[src/rtl/muller_c_hs_driver.sv]
// Clocked 4-phase initiator for an N-input Muller C-element: staggers req bits up/down, checks ack ordering.
// Optional HS_TIMEOUT_EN bounds the WAIT_HI/WAIT_LO waits; USE_POWER_PINS adds vccd1/vssd1.
module muller_c_hs_driver #(
  parameter int N           = 6,
  parameter int STEP_CYCLES = 1,
  parameter int SYNC_STAGES = 2,
  parameter int TIMEOUT     = 255
) (
`ifdef USE_POWER_PINS
  inout  wire          vccd1,
  inout  wire          vssd1,
`endif
  input  logic         clk,
  input  logic         rst_n,
  input  logic         start,
  input  logic         ack_in,
  output logic [N-1:0] req_out,
  output logic         busy,
  output logic         done,
  output logic         ok,
  output logic         err_early,
  output logic         err_timeout,
  output logic [15:0]  pass_cnt
);
  localparam int IW = (N > 1) ? $clog2(N) : 1;
  localparam int SW = $clog2(STEP_CYCLES + 1);
  localparam logic [N-1:0]  ONE    = {{(N-1){1'b0}}, 1'b1};
  localparam logic [SW-1:0] RELOAD = SW'(STEP_CYCLES - 1);
  localparam logic [IW-1:0] LAST   = IW'(N - 1);

  typedef enum logic [2:0] {IDLE, RISE, WAIT_HI, FALL, WAIT_LO} state_t;

  state_t              state_q, state_d;
  logic [SYNC_STAGES-1:0] sync_q, sync_d;
  logic [N-1:0]        req_q, req_d;
  logic [IW-1:0]       idx_q, idx_d, nxt;
  logic [SW-1:0]       step_q, step_d;
  logic                done_q, done_d, ok_q, ok_d;
  logic                ee_q, ee_d, et_q, et_d;
  logic [15:0]         pass_q, pass_d;
  logic                ack_s;
`ifdef HS_TIMEOUT_EN
  localparam int TW = $clog2(TIMEOUT + 1);
  localparam logic [TW-1:0] TO_LAST = TW'(TIMEOUT - 1);
  logic [TW-1:0]       to_q, to_d;
`endif

  assign sync_d = {sync_q[SYNC_STAGES-2:0], ack_in};
  assign ack_s  = sync_q[SYNC_STAGES-1];
  assign nxt    = idx_q + 1'b1;

  always_comb begin
    state_d = state_q;
    req_d   = req_q;
    idx_d   = idx_q;
    step_d  = step_q;
    done_d  = 1'b0;
    ok_d    = 1'b0;
    ee_d    = ee_q;
    et_d    = et_q;
    pass_d  = pass_q;
    case (state_q)
      IDLE: if (start) begin
        ee_d    = 1'b0;
        et_d    = 1'b0;
        req_d   = ONE;
        idx_d   = '0;
        step_d  = RELOAD;
        state_d = (N == 1) ? WAIT_HI : RISE;
      end
      RISE: begin
        // An ack while the request word is still partial means the C-element fired early.
        if (ack_s) begin
          ee_d    = 1'b1;
          req_d   = '0;
          state_d = WAIT_LO;
        end else if (step_q == '0) begin
          req_d  = req_q | (ONE << nxt);
          idx_d  = nxt;
          step_d = RELOAD;
          if (nxt == LAST) state_d = WAIT_HI;
        end else begin
          step_d = step_q - 1'b1;
        end
      end
      WAIT_HI: begin
        if (ack_s) begin
          req_d   = req_q & ~ONE;
          idx_d   = '0;
          step_d  = RELOAD;
          state_d = (N == 1) ? WAIT_LO : FALL;
        end
`ifdef HS_TIMEOUT_EN
        else if (to_q == TO_LAST) begin
          et_d    = 1'b1;
          req_d   = '0;
          state_d = WAIT_LO;
        end
`endif
      end
      FALL: begin
        if (!ack_s) begin
          ee_d    = 1'b1;
          req_d   = '0;
          state_d = WAIT_LO;
        end else if (step_q == '0) begin
          req_d  = req_q & ~(ONE << nxt);
          idx_d  = nxt;
          step_d = RELOAD;
          if (nxt == LAST) state_d = WAIT_LO;
        end else begin
          step_d = step_q - 1'b1;
        end
      end
      WAIT_LO: begin
        if (!ack_s) begin
          state_d = IDLE;
          done_d  = 1'b1;
          ok_d    = !ee_q && !et_q;
          if (ok_d && pass_q != 16'hFFFF) pass_d = pass_q + 16'd1;
        end
`ifdef HS_TIMEOUT_EN
        else if (to_q == TO_LAST) begin
          et_d    = 1'b1;
          state_d = IDLE;
          done_d  = 1'b1;
          ok_d    = 1'b0;
        end
`endif
      end
      default: state_d = IDLE;
    endcase
  end

`ifdef HS_TIMEOUT_EN
  always_comb begin
    to_d = '0;
    if (state_d == state_q && (state_q == WAIT_HI || state_q == WAIT_LO))
      to_d = to_q + 1'b1;
  end

  always_ff @(posedge clk or negedge rst_n)
    if (!rst_n) to_q <= '0;
    else        to_q <= to_d;
`endif

  always_ff @(posedge clk or negedge rst_n) begin
    if (!rst_n) begin
      state_q <= IDLE;
      sync_q  <= '0;
      req_q   <= '0;
      idx_q   <= '0;
      step_q  <= '0;
      done_q  <= 1'b0;
      ok_q    <= 1'b0;
      ee_q    <= 1'b0;
      et_q    <= 1'b0;
      pass_q  <= '0;
    end else begin
      state_q <= state_d;
      sync_q  <= sync_d;
      req_q   <= req_d;
      idx_q   <= idx_d;
      step_q  <= step_d;
      done_q  <= done_d;
      ok_q    <= ok_d;
      ee_q    <= ee_d;
      et_q    <= et_d;
      pass_q  <= pass_d;
    end
  end

  assign req_out     = req_q;
  assign busy        = (state_q != IDLE);
  assign done        = done_q;
  assign ok          = ok_q;
  assign err_early   = ee_q;
  assign err_timeout = et_q;
  assign pass_cnt    = pass_q;
endmodule

[config.mk]
export PLATFORM = sky130hd
export DESIGN_NAME = muller_c_hs_driver
export DESIGN_NICKNAME = d
export VERILOG_FILES = /design/src/rtl/muller_c_hs_driver.sv
export SDC_FILE = /design/constraint.sdc
export NUM_CORES = 1
export LEC_CHECK = 0
export ABC_AREA = 1
export CAP_MARGIN = 40
export CORE_UTILIZATION = 48
export CTS_CLUSTER_DIAMETER = 200
export CTS_CLUSTER_SIZE = 40
export DETAILED_ROUTE_END_ITERATION = 12
export GPL_TIMING_DRIVEN = 0
export PLACE_DENSITY = 0.75
export SLEW_MARGIN = 20
export SYNTH_ARGS = -nofsm -noshare
export SYNTH_HDL_FRONTEND = slang
export SYNTH_SLANG_ARGS = --single-unit
[constraint.sdc]
create_clock -name clk -period 1.6 [get_ports clk]
set_clock_uncertainty 0.15 [all_clocks]
set_input_delay 0.16 -clock clk [delete_from_list [all_inputs] [get_ports clk]]
set_output_delay 0.16 -clock clk [all_outputs]
set_load 0.02 [all_outputs]
==> impl_metrics.toml <==
[final_layout]
drive_above_1_share_pct = 28.32
multi_input_area_sq_um = 1141
fin_nets = 348
final_area_sq_um = 2774
seqCellArea_sq_um = 843.3
nFillCells = 324
syn_to_final_growth_pct = 37.53
utilization_pct = 68.85
n_antenna_cell = 0

[routing]
ant_nets = 0
wl_per_cell_microns = 12.49
via_count = 1960
drc = 0
routed_wl_microns = 4859
dr.pass1.iters = 4
first_iter_violations = 121
via_per_inst = 5.039

[cts]
numCtsBuffers = 5
cts_tree = "built"
clkTransAtPathRegs_ns = 0.07
htree_levels = 2
cts_sinks = 33
clock-root-buffer = "clkbuf_8"
clock_path_buffers = 2
clk-insertion-delay-late_ns = 0.29

[global_routing]
overflow = 0
track_usage_pct = 22.14
grt_use_met3_pct = 3.938
grt_max_degree = 19
grt_pass1_wl_microns = 7314
grt_use_met2_pct = 35.10
first_global_vias = 1676
busiest_layer = "met2"
antenna_found_initial = 0
gr-usage-met1_pct = 28.40

[floorplan]
dieWidth_microns = 66.82
core_region_area_sq_um = 4029
dieArea_sq_um = 4465
die_y_microns = 66.82
rows = 23
io_pins = 31
initial_core_util_pct = 50.06

[synth]
seq_area_frac_synth_pct = 40.94
yosysWarnings = 0
yosys.area.top_type = "dfrtp_1"
synth_commonest_cells = "108 x nand2_1, 33 x dfrtp_1, 29 x inv_1, 23 x nor2_1, 17 x nand3_1"
ys_seq_elements = 33
syn_area_sq_um = 2017
yosys.area.top_type_share_pct = 40.94
ys_types = 30
synth_top_flop_cell = "dfrtp_1"
async_reset_ff_share_pct = 100.0
synthTopCellsByArea = "dfrtp_1 41%, nand2_1 20%, inv_1 5.4%"
syn_inst = 275
yosysMostFrequentCell = "nand2_1"
synth_edf_count = 0
syn_area_per_cell_sq_um = 7.334
synth_nets = 285

[pwr]
ir_worst_vdd_v = 0.0008449
cellPowerDensity_nw_per_um2 = 1277
combPwrFrac_pct = 49.3
netSwitchingFraction_pct = 42.18
seqPwrFrac_pct = 33.1
internal_power_uw = 2047
pwr-share-clk_pct = 17.5
p_leak_uw = 0.001385
switching_power_uw = 1494

[placed_design]
dpl_cell_area_sq_um = 2420
gp_congestion = 0.8600
io_buffers = 29
dp_hpwl_microns = 3098

[sta]
finalSetupViolCount = 1
setup_ws_ns = -0.006748
fmax_mhz = 622.4
rsz0062_at_grt = "true"
finalHoldViolCount = 0
slew_viol_final = 0
period_share_pct = 100.4
hold_ws_ns = 0.1579
layout_min_cycle_time_ns = 1.607

[critical_path]
critPathRequiredTime_ns = 1.68
critPathKind = "register to register"
crit_path_start_kind = "register"
cp.arrival_ns = 1.69
cp_max_fo = 5
end_kind = "register"

[outcome]
failed_checks = "setup timing"
status = "finished with violations"

[run]
drv_cap = 0

[worst_hold_path]
hp-class = "primary input to register"
path summary, 6_finish.rpt:
| path | from | to | slack [ns] | cells after the start |
|---|---|---|---|---|
| max | pass_cnt[1] | pass_cnt[14] | -0.007 | 8 |
| min | ack_in | sync_q[0] | 0.16 | 1 |
| max reg2reg | pass_cnt[1] | pass_cnt[14] | -0.007 | 8 |
| min reg2reg | sync_q[0] | sync_q[1] | 0.21 | 0 |
| max in group asynchronous | rst_n | state_q[0] | 0.68 | 3 |
| min in group asynchronous | rst_n | pass_cnt[10] | 0.17 | 2 |
cells in the final DEF, fill, tap and decap left out, types with 2 or more instances in the layout:
cell,count
clkbuf_8,5
buf_4,25
nor2_2,5
ha_1,3
clkinv_2,2
inv_4,3
dfrtp_2,14
a21oi_1,2
nand2_2,17
xor2_1,3
dlygate4sd2_1,17
dfrtp_1,19
nor2_4,5
nand3_1,17
nand2_4,3
inv_2,2
nand3_4,3
ha_2,2
inv_1,26
nor2_1,19
nand4_1,8
xnor2_1,4
o21ai_0,13
nand2_1,94
buf_6,3
clkdlybuf4s50_1,9
critical path, cell delays in order (launching register included):
cell     delay [ns]
dfrtp_2        0.42
ha_4           0.17
nand3_4        0.09
inv_4          0.08
nand3_4        0.10
o21ai_4        0.23
buf_6          0.16
nand2_1        0.05
nand2_1        0.08
repair_timing:
action / CTS / global route
endpoints found under the setup margin: 30 / 30
resized for setup: 23 / 41
setup buffers: 8 / 16
endpoints found under the hold margin: 33 / 0
pin swaps: 1 / 10
hold buffers: 1 / 0
gates cloned: 0 / 1
routing by layer:
metal / share of wire [%] / wire, microns
met1: 45 / 2196
met2: 49 / 2386
met3: 3.9 / 191
met4: 1.7 / 85
met5: 0 / 0
through the flow:
step | instances | setup TNS [ns] | power, uW | worst slack [ns]
after CTS | 372 | -0.4715 | 3286 | -0.1073
after global routing | 389 | -1.020 | 3779 | -0.1088
after global placement | 354 | -15.73 | 2520 | -0.5641
after floorplan | 275 | 0 | 2104 | 0.005018
final | 389 | -0.006748 | 3541 | -0.006748
after detailed placement | 355 | -0.8393 | 2564 | -0.1374
sequential cells by signal, summed over array words and instances, names as in the netlist:
register / flops
err_early: 1
sync_q: 2
idx_q: 3
done: 1
ok: 1
req_out: 6
state_q: 3
pass_cnt: 16
cells by family after synthesis:
logic type	share of synthesized area, %
fa+ha+maj	3.722
simple gates	38.03
other cells	0.1859
buf+inv	7.320
flops	40.94
compound gates	6.762
xor+xnor	3.040
power groups by stage:
stage                     clock (uW)  sequential (uW)  combinational [uW]
after floorplan                    0             1280                 822
after global placement             0             1180                1340
after detailed placement           0             1190                1380
after CTS                        633             1160                1490
after global routing             664             1190                1920
final                            621             1170                1750
layout make-up:
class / count / share of cell area, %
buffer: 3 / 1.083
clock buffer: 6 / 2.616
clock inverter: 2 / 0.3608
inverter: 31 / 4.466
multi-input combinational: 208 / 41.14
sequential: 33 / 30.40
tap: 50 / 2.255
timing repair buffer: 56 / 17.68
(Power assumes the default switching activity.)
